`src/rtl/div_arbiter_if.sv`:
```
// Bundle of the two requester channels, the divider port and the response channels.
// The arbiter uses the slave modport; the master modport is the environment side.
interface div_arbiter_if #(
   parameter int unsigned TAGW = 4
);
   logic            req0_valid;
   logic            req0_ready;
   logic [31:0]     req0_dividend;
   logic [15:0]     req0_divisor;
   logic [TAGW-1:0] req0_tag;
   logic            req1_valid;
   logic            req1_ready;
   logic [31:0]     req1_dividend;
   logic [15:0]     req1_divisor;
   logic [TAGW-1:0] req1_tag;

   logic            div_ctrl;
   logic [31:0]     div_dividend;
   logic [15:0]     div_divisor;
   logic [31:0]     div_answer;
   logic            div_exception;
   logic            div_rdy;

   logic            rsp0_valid;
   logic [31:0]     rsp0_answer;
   logic            rsp0_exception;
   logic [TAGW-1:0] rsp0_tag;
   logic            rsp1_valid;
   logic [31:0]     rsp1_answer;
   logic            rsp1_exception;
   logic [TAGW-1:0] rsp1_tag;

   logic            sync_err;

   modport slave (
      input  req0_valid, req0_dividend, req0_divisor, req0_tag,
      input  req1_valid, req1_dividend, req1_divisor, req1_tag,
      input  div_answer, div_exception, div_rdy,
      output req0_ready, req1_ready,
      output div_ctrl, div_dividend, div_divisor,
      output rsp0_valid, rsp0_answer, rsp0_exception, rsp0_tag,
      output rsp1_valid, rsp1_answer, rsp1_exception, rsp1_tag,
      output sync_err
   );

   modport master (
      output req0_valid, req0_dividend, req0_divisor, req0_tag,
      output req1_valid, req1_dividend, req1_divisor, req1_tag,
      output div_answer, div_exception, div_rdy,
      input  req0_ready, req1_ready,
      input  div_ctrl, div_dividend, div_divisor,
      input  rsp0_valid, rsp0_answer, rsp0_exception, rsp0_tag,
      input  rsp1_valid, rsp1_answer, rsp1_exception, rsp1_tag,
      input  sync_err
   );
endinterface

```
`src/rtl/div_arbiter.sv`:
```
// Round-robin front end for a fixed-latency divider shared by two requesters.
// A shadow tracker routes each result home and flags divider/tracker desync.
module div_arbiter #(
   parameter int unsigned LATENCY = 35,
   parameter int unsigned TAGW    = 4,
   parameter int unsigned MAXOUT  = 8
) (
   input logic          clk_i,
   input logic          rst_ni,
   div_arbiter_if.slave bus_io
);

   localparam int unsigned CntW = $clog2(MAXOUT + 1);
   localparam int unsigned WuW  = $clog2(LATENCY + 1);
   localparam int unsigned EntW = TAGW + 2;

   logic [CntW-1:0] cnt0_q, cnt0_d, cnt1_q, cnt1_d;
   logic [WuW-1:0]  wu_q, wu_d;
   logic            rr_q, rr_d;
   logic            sync_err_q, sync_err_d;
   logic [EntW-1:0] trk_q [LATENCY];
   logic [EntW-1:0] trk_d, trk_out;
   logic            elig0, elig1, gnt0, gnt1;
   logic            out_vld, rsp0, rsp1, warm;

   always_comb begin
      elig0 = bus_io.req0_valid && (cnt0_q < CntW'(MAXOUT));
      elig1 = bus_io.req1_valid && (cnt1_q < CntW'(MAXOUT));
      gnt0  = elig0 && (!elig1 || !rr_q);
      gnt1  = elig1 && (!elig0 || rr_q);

      rr_d = rr_q;
      if (gnt0) begin
         rr_d = 1'b1;
      end else if (gnt1) begin
         rr_d = 1'b0;
      end

      bus_io.req0_ready   = gnt0;
      bus_io.req1_ready   = gnt1;
      bus_io.div_ctrl     = gnt0 | gnt1;
      bus_io.div_dividend = '0;
      bus_io.div_divisor  = '0;
      trk_d               = '0;
      if (gnt0) begin
         bus_io.div_dividend = bus_io.req0_dividend;
         bus_io.div_divisor  = bus_io.req0_divisor;
         trk_d               = {1'b1, 1'b0, bus_io.req0_tag};
      end else if (gnt1) begin
         bus_io.div_dividend = bus_io.req1_dividend;
         bus_io.div_divisor  = bus_io.req1_divisor;
         trk_d               = {1'b1, 1'b1, bus_io.req1_tag};
      end

      // Responses come from the tracker alone; div_rdy only feeds the desync check.
      trk_out = trk_q[LATENCY-1];
      out_vld = trk_out[TAGW+1];
      rsp0    = out_vld && !trk_out[TAGW];
      rsp1    = out_vld && trk_out[TAGW];

      bus_io.rsp0_valid     = rsp0;
      bus_io.rsp0_answer    = rsp0 ? bus_io.div_answer : '0;
      bus_io.rsp0_exception = rsp0 && bus_io.div_exception;
      bus_io.rsp0_tag       = rsp0 ? trk_out[TAGW-1:0] : '0;
      bus_io.rsp1_valid     = rsp1;
      bus_io.rsp1_answer    = rsp1 ? bus_io.div_answer : '0;
      bus_io.rsp1_exception = rsp1 && bus_io.div_exception;
      bus_io.rsp1_tag       = rsp1 ? trk_out[TAGW-1:0] : '0;

      cnt0_d = cnt0_q;
      if (gnt0 && !rsp0) begin
         cnt0_d = cnt0_q + CntW'(1);
      end else if (!gnt0 && rsp0) begin
         cnt0_d = cnt0_q - CntW'(1);
      end
      cnt1_d = cnt1_q;
      if (gnt1 && !rsp1) begin
         cnt1_d = cnt1_q + CntW'(1);
      end else if (!gnt1 && rsp1) begin
         cnt1_d = cnt1_q - CntW'(1);
      end

      // Stale divider results from before reset drain out during warm-up.
      warm       = (wu_q == WuW'(LATENCY));
      wu_d       = warm ? wu_q : wu_q + WuW'(1);
      sync_err_d = sync_err_q || (warm && (bus_io.div_rdy != out_vld));
      bus_io.sync_err = sync_err_q;
   end

   always_ff @(posedge clk_i or negedge rst_ni) begin
      if (!rst_ni) begin
         for (int unsigned i = 0; i < LATENCY; i++) begin
            trk_q[i] <= '0;
         end
         cnt0_q     <= '0;
         cnt1_q     <= '0;
         wu_q       <= '0;
         rr_q       <= 1'b0;
         sync_err_q <= 1'b0;
      end else begin
         trk_q[0] <= trk_d;
         for (int unsigned i = 1; i < LATENCY; i++) begin
            trk_q[i] <= trk_q[i-1];
         end
         cnt0_q     <= cnt0_d;
         cnt1_q     <= cnt1_d;
         wu_q       <= wu_d;
         rr_q       <= rr_d;
         sync_err_q <= sync_err_d;
      end
   end

endmodule

```
`src/flat_wrapper.sv`:
```
// flat-port wrapper written by rule: the top's interface ports become plain ports
module div_arbiter_flat 
#(
   parameter int unsigned LATENCY = 35,
   parameter int unsigned TAGW    = 4,
   parameter int unsigned MAXOUT  = 8
)
  (clk_i, rst_ni, bus_io_req0_valid, bus_io_req0_dividend, bus_io_req0_divisor, bus_io_req0_tag, bus_io_req1_valid, bus_io_req1_dividend, bus_io_req1_divisor, bus_io_req1_tag, bus_io_div_answer, bus_io_div_exception, bus_io_div_rdy, bus_io_req0_ready, bus_io_req1_ready, bus_io_div_ctrl, bus_io_div_dividend, bus_io_div_divisor, bus_io_rsp0_valid, bus_io_rsp0_answer, bus_io_rsp0_exception, bus_io_rsp0_tag, bus_io_rsp1_valid, bus_io_rsp1_answer, bus_io_rsp1_exception, bus_io_rsp1_tag, bus_io_sync_err);
  div_arbiter_if #(.TAGW(TAGW)) bus_io_i ();
  input logic clk_i;
  input logic rst_ni;
  input wire logic [$bits(bus_io_i.req0_valid)-1:0] bus_io_req0_valid;
  input wire logic [$bits(bus_io_i.req0_dividend)-1:0] bus_io_req0_dividend;
  input wire logic [$bits(bus_io_i.req0_divisor)-1:0] bus_io_req0_divisor;
  input wire logic [$bits(bus_io_i.req0_tag)-1:0] bus_io_req0_tag;
  input wire logic [$bits(bus_io_i.req1_valid)-1:0] bus_io_req1_valid;
  input wire logic [$bits(bus_io_i.req1_dividend)-1:0] bus_io_req1_dividend;
  input wire logic [$bits(bus_io_i.req1_divisor)-1:0] bus_io_req1_divisor;
  input wire logic [$bits(bus_io_i.req1_tag)-1:0] bus_io_req1_tag;
  input wire logic [$bits(bus_io_i.div_answer)-1:0] bus_io_div_answer;
  input wire logic [$bits(bus_io_i.div_exception)-1:0] bus_io_div_exception;
  input wire logic [$bits(bus_io_i.div_rdy)-1:0] bus_io_div_rdy;
  output wire logic [$bits(bus_io_i.req0_ready)-1:0] bus_io_req0_ready;
  output wire logic [$bits(bus_io_i.req1_ready)-1:0] bus_io_req1_ready;
  output wire logic [$bits(bus_io_i.div_ctrl)-1:0] bus_io_div_ctrl;
  output wire logic [$bits(bus_io_i.div_dividend)-1:0] bus_io_div_dividend;
  output wire logic [$bits(bus_io_i.div_divisor)-1:0] bus_io_div_divisor;
  output wire logic [$bits(bus_io_i.rsp0_valid)-1:0] bus_io_rsp0_valid;
  output wire logic [$bits(bus_io_i.rsp0_answer)-1:0] bus_io_rsp0_answer;
  output wire logic [$bits(bus_io_i.rsp0_exception)-1:0] bus_io_rsp0_exception;
  output wire logic [$bits(bus_io_i.rsp0_tag)-1:0] bus_io_rsp0_tag;
  output wire logic [$bits(bus_io_i.rsp1_valid)-1:0] bus_io_rsp1_valid;
  output wire logic [$bits(bus_io_i.rsp1_answer)-1:0] bus_io_rsp1_answer;
  output wire logic [$bits(bus_io_i.rsp1_exception)-1:0] bus_io_rsp1_exception;
  output wire logic [$bits(bus_io_i.rsp1_tag)-1:0] bus_io_rsp1_tag;
  output wire logic [$bits(bus_io_i.sync_err)-1:0] bus_io_sync_err;
  assign bus_io_i.req0_valid = bus_io_req0_valid;
  assign bus_io_i.req0_dividend = bus_io_req0_dividend;
  assign bus_io_i.req0_divisor = bus_io_req0_divisor;
  assign bus_io_i.req0_tag = bus_io_req0_tag;
  assign bus_io_i.req1_valid = bus_io_req1_valid;
  assign bus_io_i.req1_dividend = bus_io_req1_dividend;
  assign bus_io_i.req1_divisor = bus_io_req1_divisor;
  assign bus_io_i.req1_tag = bus_io_req1_tag;
  assign bus_io_i.div_answer = bus_io_div_answer;
  assign bus_io_i.div_exception = bus_io_div_exception;
  assign bus_io_i.div_rdy = bus_io_div_rdy;
  assign bus_io_req0_ready = bus_io_i.req0_ready;
  assign bus_io_req1_ready = bus_io_i.req1_ready;
  assign bus_io_div_ctrl = bus_io_i.div_ctrl;
  assign bus_io_div_dividend = bus_io_i.div_dividend;
  assign bus_io_div_divisor = bus_io_i.div_divisor;
  assign bus_io_rsp0_valid = bus_io_i.rsp0_valid;
  assign bus_io_rsp0_answer = bus_io_i.rsp0_answer;
  assign bus_io_rsp0_exception = bus_io_i.rsp0_exception;
  assign bus_io_rsp0_tag = bus_io_i.rsp0_tag;
  assign bus_io_rsp1_valid = bus_io_i.rsp1_valid;
  assign bus_io_rsp1_answer = bus_io_i.rsp1_answer;
  assign bus_io_rsp1_exception = bus_io_i.rsp1_exception;
  assign bus_io_rsp1_tag = bus_io_i.rsp1_tag;
  assign bus_io_sync_err = bus_io_i.sync_err;
  div_arbiter #(.LATENCY(LATENCY), .TAGW(TAGW), .MAXOUT(MAXOUT)) u_core (.clk_i(clk_i), .rst_ni(rst_ni), .bus_io(bus_io_i));
endmodule
```
`config.mk`:
```
export PLATFORM = sky130hd
export DESIGN_NAME = div_arbiter_flat
export DESIGN_NICKNAME = d
export VERILOG_FILES = /design/src/rtl/div_arbiter_if.sv /design/src/rtl/div_arbiter.sv /design/src/flat_wrapper.sv
export SDC_FILE = /design/constraint.sdc
export NUM_CORES = 1
export LEC_CHECK = 0
export BUFFER_PORTS_ARGS = -buffer_cell sky130_fd_sc_hd__buf_2
export CAP_MARGIN = 20
export CORE_MARGIN = 4
export CORE_UTILIZATION = 35
export CTS_CLUSTER_DIAMETER = 150
export DETAILED_ROUTE_END_ITERATION = 8
export HOLD_SLACK_MARGIN = 0.05
export MAX_ROUTING_LAYER = met4
export PLACE_DENSITY_LB_ADDON = 0.25
export SYNTH_ARGS = -nofsm -noshare
export SYNTH_HDL_FRONTEND = slang
export SYNTH_SLANG_ARGS = --single-unit
```
`constraint.sdc`:
```
create_clock -name clk_i -period 4.9 [get_ports clk_i]
set_input_delay 0.735 -clock clk_i [delete_from_list [all_inputs] [get_ports clk_i]]
set_output_delay 0.735 -clock clk_i [all_outputs]
set_load 0.03 [all_outputs]
```
==> results by group, run 1 <==
Timing
  – Worst clock skew: 0.004831 ns
  – Slew Limit Fails: 0
  – Final worst slack: 1.537 ns
  – RSZ-0062 raised after global routing: no
  – Fin crit period: 3.363 ns
  – Final Hold Fails: 0
  – Hold_ws: 0.2772 ns
  – Slew @ Worst Pin: 0.9480 ns
  – FMAX: 297.4 MHz
  – Setup TNS Final: 0 ns
  – Setup-failing EPs final: 0
  – Fin crit share: 0.6863
  – Slew margin rel.: 0.3680

CTS
  – Htree depth: 1
  – Root Driver: clkbuf_16
  – PostCTS Resize Cnt: 0
  – Worst skew pair latency: 0.48 ns
  – CTS tree: done
  – Cts bufs inserted: 22
  – Post-CTS Hold Buffers: 0
  – Worst-path clk slew: 0.06 ns
  – CTS max path bufs: 3
  – Clk sinks: 226
  – # Post-CTS Setup Buffers: 0

Drt
  – DRC Markers: 0
  – Routed vias/inst: 4.645
  – Routed Antenna Nets: 0
  – WL per Instance: 18.23 um
  – DR vias: 4705
  – Post-Route WL: 18.47 mm
  – Drt pass-1 iters: 4
  – DRT iter0 DRCs: 279

Worst setup path
  – Kind of critical path: reg -> reg
  – Critical R2R Capture: u_core.cnt0_q[3]
  – Worst r2r src: u_core.trk_out[5]
  – Startpoint Class: flop
  – Slowest-stage cell, CP: dfrtp_1
  – Delay-heaviest family, CP: flip-flops
  – Required time of the critical path: 5.26 ns
  – Max incr delay on CP: 0.96 ns
  – Worst-path cell chain: nor2b_2, buf_4, inv_1, ha_1, inv_1, ha_1, or4_1, o211ai_1, o211ai_1
  – Crit path capture type: flop
  – Arrival time at the worst endpoint: 3.72 ns
  – Buf/Inv on CP: 3
  – R2R cell count: 9
  – CP max FO: 40
  – FF-to-FF setup slack: 1.54 ns

Die
  – Die width: 153.0 um
  – IO Count: 270
  – Core Region: 20430 um^2
  – FP Rows: 52
  – DIE HEIGHT: 153.0 um
  – Initial Utilization: 0.3601
  – Die area: 23400 um^2

Final layout
  – Footprint of the multi-input gates: 1493 um^2
  – Commonest non-fill, non-tap cells in the layout: buf_2 (268), dfrtp_1 (226), a22o_1 (52)
  – Final Instance Area: 9673 um^2
  – Fin util: 0.4735
  – Commonest non-fill, non-tap cell in the layout: buf_2
  – Final-stage net count: 875
  – Register Area: 5655 um^2
  – Number of fill cells: 1802
  – Finished Layout Cells: 1013
  – Fraction of layout cells with a size suffix above 1: 0.4216
  – Synth-to-Final Area Change: 31.48%

Yosys
  – Sequential area share after synthesis: 0.7687
  – Synth Cell Area: 7357 um^2
  – Synth cell types: 36
  – Synth Instances: 452
  – Post-Syn Nets: 603
  – Synthesis-stage register bit count: 226
  – Synth warn: 0
  – Mean Syn Cell Area: 16.28 um^2

Global route
  – Total grt overflow: 0
  – Largest net degree at the start of global routing: 116
  – First-pass GRT wire length: 28.78 mm
  – Overall routing resource usage: 0.1595
  – Vias in the first global route: 5224
  – Initial antenna violation count: 3

Power
  – Worst vdd ir: 0.2556 mV
  – Sequential share of power: 0.447
  – P per Cell Area: 624.7 nW/um^2
  – Switching share of power: 0.3249
  – Total power draw: 6.043 mW
  – Net switching power: 1.963 mW
  – Clk pwr share: 0.285
  – P_leak: 5.174 nW
  – Internal cell power: 4.080 mW
  – Part of the power in combinational logic: 0.267

Status
  – Status: finished clean

Worst hold path
  – Min-delay worst type: in -> async

Placement
  – Pre-CTS setup slack: 1.553 ns
  – HPWL after DPL: 13.63 mm
  – Port bufs: 269
  – GPL Wtd Cong: 1.002
  – Placed Cells incl. Taps: 970
  – Placed inst area: 8900 um^2

Run
  – Max-cap violation count: 0
## state kept, by name, summed over array words and instances (netlist names)
register / count
u_core.bus_io.sync_err: 1
u_core.cnt0_q: 4
u_core.cnt1_q: 4
u_core.rr_q: 1
u_core.trk_out: 6
u_core.trk_q: 204
u_core.wu_q: 6
## worst max-delay path by stage
stage | start | end | slack [ns] | cells after the start
global route | u_core.trk_out[5] | u_core.cnt0_q[3] | 1.22 | 9
global placement | u_core.trk_out[5] | u_core.cnt0_q[3] | 1.71 | 9
finish | u_core.trk_out[5] | u_core.cnt0_q[3] | 1.54 | 9
floorplan | bus_io_req1_valid | u_core.cnt0_q[3] | 1.97 | 9
detailed placement | u_core.trk_out[5] | u_core.cnt0_q[3] | 1.55 | 9
CTS | u_core.trk_out[5] | u_core.cnt0_q[3] | 1.54 | 9
## layer usage
metal,part of all wire,global-route usage,vias to the layer above
met5,0,-,-
met4,0.044,0.07000,0
met3,0.092,0.04608,38
met2,0.51,0.2862,284
met1,0.35,0.1614,2286
li1,-,-,2097
## cells in the mapped netlist
cell | instances | area share
dfrtp_1 | 226 | 0.77
clkbuf_1 | 12 | 0.0061
or4_1 | 2 | 0.0020
o211ai_1 | 4 | 0.0041
o21ai_0 | 1 | 0.00068
nor2b_1 | 1 | 0.00085
mux2_1 | 3 | 0.0046
a21o_1 | 1 | 0.0010
nor3b_1 | 1 | 0.0010
buf_8 | 5 | 0.010
o21bai_1 | 1 | 0.0010
and3_1 | 37 | 0.031
nor2b_2 | 1 | 0.0012
buf_6 | 6 | 0.0092
nand3_1 | 6 | 0.0041
nor2_1 | 1 | 0.00051
or3_1 | 2 | 0.0017
nand2b_4 | 1 | 0.0019
o21a_1 | 2 | 0.0020
a21oi_1 | 4 | 0.0027
nand2_1 | 6 | 0.0031
and2_1 | 38 | 0.032
mux2i_1 | 2 | 0.0027
nand2b_1 | 4 | 0.0034
o21ai_1 | 2 | 0.0014
nand3b_1 | 2 | 0.0020
buf_2 | 2 | 0.0014
a2111o_1 | 2 | 0.0031
inv_1 | 4 | 0.0020
ha_1 | 7 | 0.012
fa_1 | 2 | 0.0054
a21oi_4 | 1 | 0.0022
xnor2_1 | 7 | 0.0083
a22o_1 | 52 | 0.062
xor2_1 | 2 | 0.0024
nor3_1 | 2 | 0.0014
## power groups by stage
stage	sequential [mW]	clock, mW	combinational, mW
2_1_floorplan	2.61	0	1.24
3_3_place_gp	2.72	0	1.60
3_5_place_dp	2.73	0	1.63
4_1_cts	2.72	1.79	1.63
5_1_grt	2.78	1.87	1.75
6_report	2.70	1.72	1.62
## final cells by class
class | instances | area share
Timing Repair Buffer | 273 | 0.1446
Clock inverter | 7 | 0.01164
Clock buffer | 33 | 0.06752
Inverter | 4 | 0.001552
Sequential cell | 226 | 0.5847
Antenna cell | 3 | 0.0007761
Tap cell | 270 | 0.03492
Multi-Input combinational cell | 197 | 0.1543
## logic make-up (layout without fill, tap and decap cells)
logic type,after synthesis,in the layout,synth area share
AND/OR/NAND/NOR,104,104,0.08690
flip-flops,226,226,0.7687
XOR/XNOR,9,9,0.01071
other,0,3,0
adder cells (fa/ha/maj),9,9,0.01735
multiplexers,5,5,0.007313
buffers and inverters,29,317,0.02891
AO/OA/AOI/OAI,70,70,0.08010
(Power assumes the default switching activity.)
==> inputs of run 2 (changes only) <==
Clock period 4.9 ns to 3.1 ns, I/O delays scaled along.
==> run 2 against run 1 <==
Compared with the run above:
- sequential share of layout area rose by 0.29 points
- register-to-register slack got worse by 0.91 ns
- via count rose by 0.49%
- largest cell class unchanged
- hold slack got worse by 0.071 ns
- critical path depth fell by 4
- first-iteration DRC count fell by 1.4%
- sequential power rose by 56%
- non-clock buffer count rose by 7
- count of clock-buffer cells in the layout fell by 6
- clock power rose by 47%
- cell count barely moved
- utilization fell by 0.23 points
==> results by group, run 2 (synthesis results as in run 1) <==
Worst setup path
  – Arrival time at the worst endpoint: 2.33 ns (-1.39 ns)
  – Worst-path cell chain: nor2b_2, o21a_2, buf_4, a22o_1, buf_2
  – R2R cell count: 8 (-1)
  – Max incr delay on CP: 0.46 ns (-0.50 ns)
  – Startpoint Class: flop
  – Crit path capture type: output pin
  – Required time of the critical path: 2.63 ns (-2.63 ns)
  – Critical R2R Capture: u_core.cnt1_q[3]
  – Buf/Inv on CP: 2 (-1)
  – Worst r2r src: u_core.cnt1_q[3]
  – FF-to-FF setup slack: 0.63 ns (-0.91 ns)
  – Delay-heaviest family, CP: buffers and inverters
  – CP max FO: 53 (+33%)
  – Kind of critical path: reg -> out
  – Slowest-stage cell, CP: buf_4

Die
  – Initial Utilization: 0.3601 (unchanged)
  – Die width: 153.0 um (unchanged)
  – FP Rows: 52 (unchanged)
  – Core Region: 20430 um^2 (unchanged)
  – Die area: 23400 um^2 (unchanged)
  – DIE HEIGHT: 153.0 um (unchanged)
  – IO Count: 270 (unchanged)

Power
  – Clk pwr share: 0.269 (-0.016)
  – Net switching power: 3.110 mW (+58%)
  – Internal cell power: 6.283 mW (+54%)
  – Part of the power in combinational logic: 0.284 (+0.017)
  – Switching share of power: 0.3311 (+0.006250)
  – Sequential share of power: 0.448 (about the same)
  – P per Cell Area: 975.9 nW/um^2 (+56%)
  – P_leak: 5.160 nW (-0.27%)
  – Total power draw: 9.394 mW (+55%)
  – Worst vdd ir: 0.3694 mV (+45%)

CTS
  – Worst-path clk slew: 0.06 ns (about the same)
  – Htree depth: 1 (unchanged)
  – CTS max path bufs: 3 (unchanged)
  – Worst skew pair latency: 0.48 ns (about the same)
  – Root Driver: clkbuf_16
  – CTS tree: done
  – # Post-CTS Setup Buffers: 0 (unchanged)
  – Cts bufs inserted: 21 (-4.5%)
  – Post-CTS Hold Buffers: 1 (+1)
  – PostCTS Resize Cnt: 0 (unchanged)
  – Clk sinks: 226 (unchanged)

Worst hold path
  – Min-delay worst type: in -> reg
  – Hold Path Depth: 2
  – Min-Delay Startpoint: bus_io_req1_tag[0]
  – Hold path endpoint: u_core.trk_q[204]

Final layout
  – Commonest non-fill, non-tap cell in the layout: buf_2
  – Register Area: 5655 um^2 (unchanged)
  – Reg with most FFs: u_core.trk_q
  – Commonest non-fill, non-tap cells in the layout: buf_2 (268), dfrtp_1 (226), a22o_1 (52)
  – Max reg flops: 204 (unchanged)
  – Synth-to-Final Area Change: 30.83%
  – Fraction of layout cells with a size suffix above 1: 0.4232 (+0.001559)
  – Final-stage net count: 881 (+0.69%)
  – Footprint of the multi-input gates: 1493 um^2 (unchanged)
  – N_diodes: 0 (-3)
  – Number of fill cells: 1787 (-0.83%)

Timing
  – Worst clock skew: 0.01137 ns (+0.006541 ns)
  – FMAX: 358.3 MHz
  – Fin crit period: 2.791 ns
  – Slew @ Worst Pin: 0.6764 ns (-0.2716 ns)
  – Slew Limit Fails: 0 (unchanged)
  – RSZ-0062 raised after global routing: no
  – Setup TNS Final: 0 ns (unchanged)
  – Fin crit share: 0.9002
  – Setup-failing EPs final: 0 (unchanged)
  – Slew margin rel.: 0.5491 (+0.1811)
  – Final Hold Fails: 0 (unchanged)

Drt
  – WL per Instance: 18.18 um (-0.27%)
  – DR vias: 4728 (+0.49%)
  – DRC Markers: 0 (unchanged)
  – Routed Antenna Nets: 0 (unchanged)
  – Post-Route WL: 18.40 mm (-0.37%)
  – DRT iter0 DRCs: 275 (-1.4%)
  – Drt pass-1 iters: 4 (unchanged)
  – Routed vias/inst: 4.672 (+0.59%)

Global route
  – Vias in the first global route: 5133 (-1.7%)
  – Initial antenna violation count: 0 (-3)
  – Total grt overflow: 0 (unchanged)
  – Largest net degree at the start of global routing: 95 (-18%)
  – First-pass GRT wire length: 28.42 mm (-1.2%)
  – Overall routing resource usage: 0.1585 (-0.0009624)

Run
  – Max-cap violation count: 0 (unchanged)

Placement
  – Port bufs: 269 (unchanged)
  – HPWL after DPL: 13.68 mm (+0.37%)
  – GPL Wtd Cong: 0.9499 (-5.2%)

Status
  – Status: finished clean
-- run 2: layer usage --
| layer | routed length, um | up-vias | GRT usage |
|---|---|---|---|
| met5 | 0 | - | - |
| met4 | 510 | 0 | 0.05134 |
| met3 | 1648 | 18 | 0.04241 |
| met2 | 9672 | 268 | 0.2889 |
| met1 | 6566 | 2341 | 0.1668 |
| li1 | - | 2101 | - |
-- run 2: area by class of cell --
class | count | area share
Sequential cell | 226 | 0.5875
Clock buffer | 27 | 0.05797
Tap cell | 270 | 0.03510
Timing Repair Buffer | 280 | 0.1497
Multi-Input combinational cell | 197 | 0.1551
Clock inverter | 8 | 0.01300
Inverter | 4 | 0.001560
-- run 2: power groups by stage --
stage | Clock [mW] | Combinational, mW | Sequential [mW]
6_report | 2.52 | 2.66 | 4.21
5_1_grt | 2.74 | 2.87 | 4.31
4_1_cts | 2.61 | 2.69 | 4.23
3_5_place_dp | 0 | 2.68 | 4.25
3_3_place_gp | 0 | 2.62 | 4.23
2_1_floorplan | 0 | 1.96 | 4.12
-- run 2: how the worst max path moves through the flow --
stage                       from                    end  slack [ns]  cells past startpoint
5_1_grt         u_core.cnt1_q[3]  bus_io_div_divisor[8]        0.19                      5
4_1_cts         u_core.cnt1_q[3]  bus_io_div_divisor[8]        0.28                      5
2_1_floorplan  bus_io_req1_valid       u_core.cnt0_q[3]        0.44                      9
6_report        u_core.cnt1_q[3]  bus_io_div_divisor[8]        0.31                      5
3_3_place_gp   bus_io_req1_valid       u_core.cnt1_q[3]        0.59                      9
3_5_place_dp   bus_io_req1_valid       u_core.cnt1_q[3]        0.50                      9
-- run 2: metrics by stage --
stage | area (um^2) | worst slack, ns | utilization | hold slack [ns] | cells
global route | 9625 | 0.1856 | 0.4712 | 0.1927 | 1012
CTS | 9625 | 0.2772 | 0.4712 | 0.1879 | 1012
floorplan | 7357 | 0.4428 | - | 0.1694 | 452
global placement | 8932 | 0.5940 | 0.4372 | 0.3326 | 976
finish | 9625 | 0.3094 | 0.4712 | 0.2066 | 1012
detailed placement | 8932 | 0.4952 | 0.4372 | 0.3347 | 976
==> inputs of run 3 (changes only) <==
Settings changed: CORE_MARGIN 4 to not set.
Clock period 3.1 ns to 3.3 ns, I/O delays scaled along.
==> run 3 against run 2 <==
Compared with the run above:
- register-to-register slack about the same
- cell count is essentially flat
- cell area is essentially flat
- critical path depth is the same
- worst setup slack better by 0.11 ns
- sequential cell count stayed put
- total power fell by 7.0%
- critical path type unchanged
==> results by group, run 3 (synthesis results as in run 1) <==
CTS
  – # Post-CTS Setup Buffers: 0 (unchanged)
  – Worst skew pair latency: 0.49 ns (about the same)
  – Post-CTS Hold Buffers: 0 (-1)
  – Clk sinks: 226 (unchanged)
  – CTS tree: done
  – Cts bufs inserted: 22 (+4.8%)
  – Root Driver: clkbuf_16
  – Htree depth: 1 (unchanged)
  – Worst-path clk slew: 0.06 ns (about the same)
  – CTS max path bufs: 3 (unchanged)
  – PostCTS Resize Cnt: 0 (unchanged)

Final layout
  – Number of fill cells: 1786 (-0.056%)
  – Fin util: 0.4708 (about the same)
  – Fraction of layout cells with a size suffix above 1: 0.4265 (+0.003270)
  – Commonest non-fill, non-tap cells in the layout: buf_2 (268), dfrtp_1 (226), a22o_1 (52)
  – Max reg flops: 204 (unchanged)
  – Finished Layout Cells: 1013 (+0.099%)
  – Reg with most FFs: u_core.trk_q
  – Commonest non-fill, non-tap cell in the layout: buf_2
  – Synth-to-Final Area Change: 30.75% (about the same)
  – Final-stage net count: 880 (-0.11%)

Global route
  – Overall routing resource usage: 0.1577 (-0.0007701)
  – Vias in the first global route: 4891 (-4.7%)
  – Initial antenna violation count: 7 (+7)
  – Total grt overflow: 0 (unchanged)
  – First-pass GRT wire length: 25.40 mm (-11%)
  – Largest net degree at the start of global routing: 125 (+32%)

Drt
  – DRC Markers: 0 (unchanged)
  – Routed vias/inst: 4.650 (-0.48%)
  – WL per Instance: 16.19 um (-11%)
  – Post-Route WL: 16.41 mm (-11%)
  – DRT iter0 DRCs: 189 (-31%)
  – Drt pass-1 iters: 4 (unchanged)
  – DR vias: 4710 (-0.38%)
  – Routed Antenna Nets: 0 (unchanged)

Worst setup path
  – Arrival time at the worst endpoint: 2.38 ns (+0.05 ns)
  – Kind of critical path: reg -> out
  – Crit path capture type: output pin
  – CP max FO: 53 (unchanged)
  – Startpoint Class: flop
  – Required time of the critical path: 2.80 ns (+0.17 ns)

Timing
  – Fin crit share: 0.8717
  – RSZ-0062 raised after global routing: no
  – Fin crit period: 2.876 ns
  – Slew @ Worst Pin: 0.8813 ns (+0.2049 ns)
  – Slew Limit Fails: 0 (unchanged)
  – Setup TNS Final: 0 ns (unchanged)
  – Final Hold Fails: 0 (unchanged)
  – Slew margin rel.: 0.4125 (-0.1366)
  – Setup-failing EPs final: 0 (unchanged)
  – Worst clock skew: 0.007129 ns (-0.004244 ns)
  – Hold_ws: 0.07551 ns (-0.1311 ns)
  – FMAX: 347.6 MHz

Power
  – P_leak: 5.161 nW (about the same)
  – P per Cell Area: 907.8 nW/um^2 (-7.0%)
  – Worst vdd ir: 0.4138 mV (+12%)
  – Total power draw: 8.733 mW (-7.0%)

Status
  – Status: finished clean

Placement
  – Placed Cells incl. Taps: 975 (-0.10%)
  – HPWL after DPL: 11.72 mm (-14%)
  – Port bufs: 269 (unchanged)
  – GPL Wtd Cong: 0.8880 (-6.5%)

Die
  – IO Count: 270 (unchanged)
  – DIE HEIGHT: 147.0 um (-3.9%)
  – FP Rows: 52 (unchanged)
  – Initial Utilization: 0.3601 (unchanged)
  – Die width: 147.0 um (-3.9%)
  – Die area: 21600 um^2 (-7.7%)
  – Core Region: 20430 um^2 (unchanged)

Run
  – Max-cap violation count: 0 (unchanged)

Worst hold path
  – Min-delay worst type: in -> async
## run 3: changes by cell type in the layout (fill, tap and decap cells not counted), sizes merged
| cell | before | now |
|---|---|---|
| diode | 0 | 2 |
| dlygate4sd3 | 1 | 0 |
| buf | 279 | 278 |
| bufinv | 3 | 1 |
| clkinv | 3 | 6 |
## run 3: critical path, cell delays in order, from the launching register on
cell and delay (ns):
dfrtp_1 0.43, nor2b_2 0.23, o21a_2 0.18, buf_4 0.44, a22o_1 0.35, buf_2 0.24
## run 3: per-stage QoR
stage,area [um^2],worst slack (ns)
CTS,9614,0.4250
detailed placement,8937,0.6283
global placement,8937,0.7905
global route,9619,0.3173
finish,9619,0.4235
floorplan,7357,0.6128
## run 3: layout make-up
type / instances / area (um^2) / share of cell area
Antenna cell: 2 / 5.005 / 0.0005203
Clock buffer: 27 / 600.6 / 0.06243
Clock inverter: 9 / 76.32 / 0.007934
Inverter: 4 / 15.01 / 0.001561
Multi-Input combinational cell: 197 / 1493 / 0.1552
Sequential cell: 226 / 5655 / 0.5879
Tap cell: 270 / 337.8 / 0.03512
Timing Repair Buffer: 278 / 1436 / 0.1493
## run 3: per-layer routing
metal / GRT usage / vias to the layer above / routed length [um]
li1: - / 2112 / -
met1: 0.1535 / 2261 / 5693
met2: 0.2998 / 283 / 8640
met3: 0.02826 / 54 / 1142
met4: 0.07423 / 0 / 928
met5: - / - / 0
## run 3: power by group
group | switching [mW] | internal [mW]
combinational | 1.62 | 0.829
clock | 0.954 | 1.37
sequential | 0.318 | 3.65
## run 3: path summary, 6_finish.rpt
| path | from | endpoint | slack (ns) | depth (start not counted) |
|---|---|---|---|---|
| hold / removal | rst_ni | u_core.bus_io.sync_err | 0.08 | 1 |
| max in group asynchronous | rst_ni | u_core.trk_q[130] | 2.32 | 2 |
| setup / recovery | u_core.cnt1_q[3] | bus_io_div_dividend[12] | 0.42 | 5 |
| min in group clk_i | bus_io_req1_tag[1] | u_core.trk_q[205] | 0.23 | 2 |
| setup reg to reg | u_core.trk_out[4] | u_core.cnt0_q[3] | 0.62 | 9 |
| hold reg to reg | u_core.trk_q[52] | u_core.trk_q[46] | 0.34 | 0 |
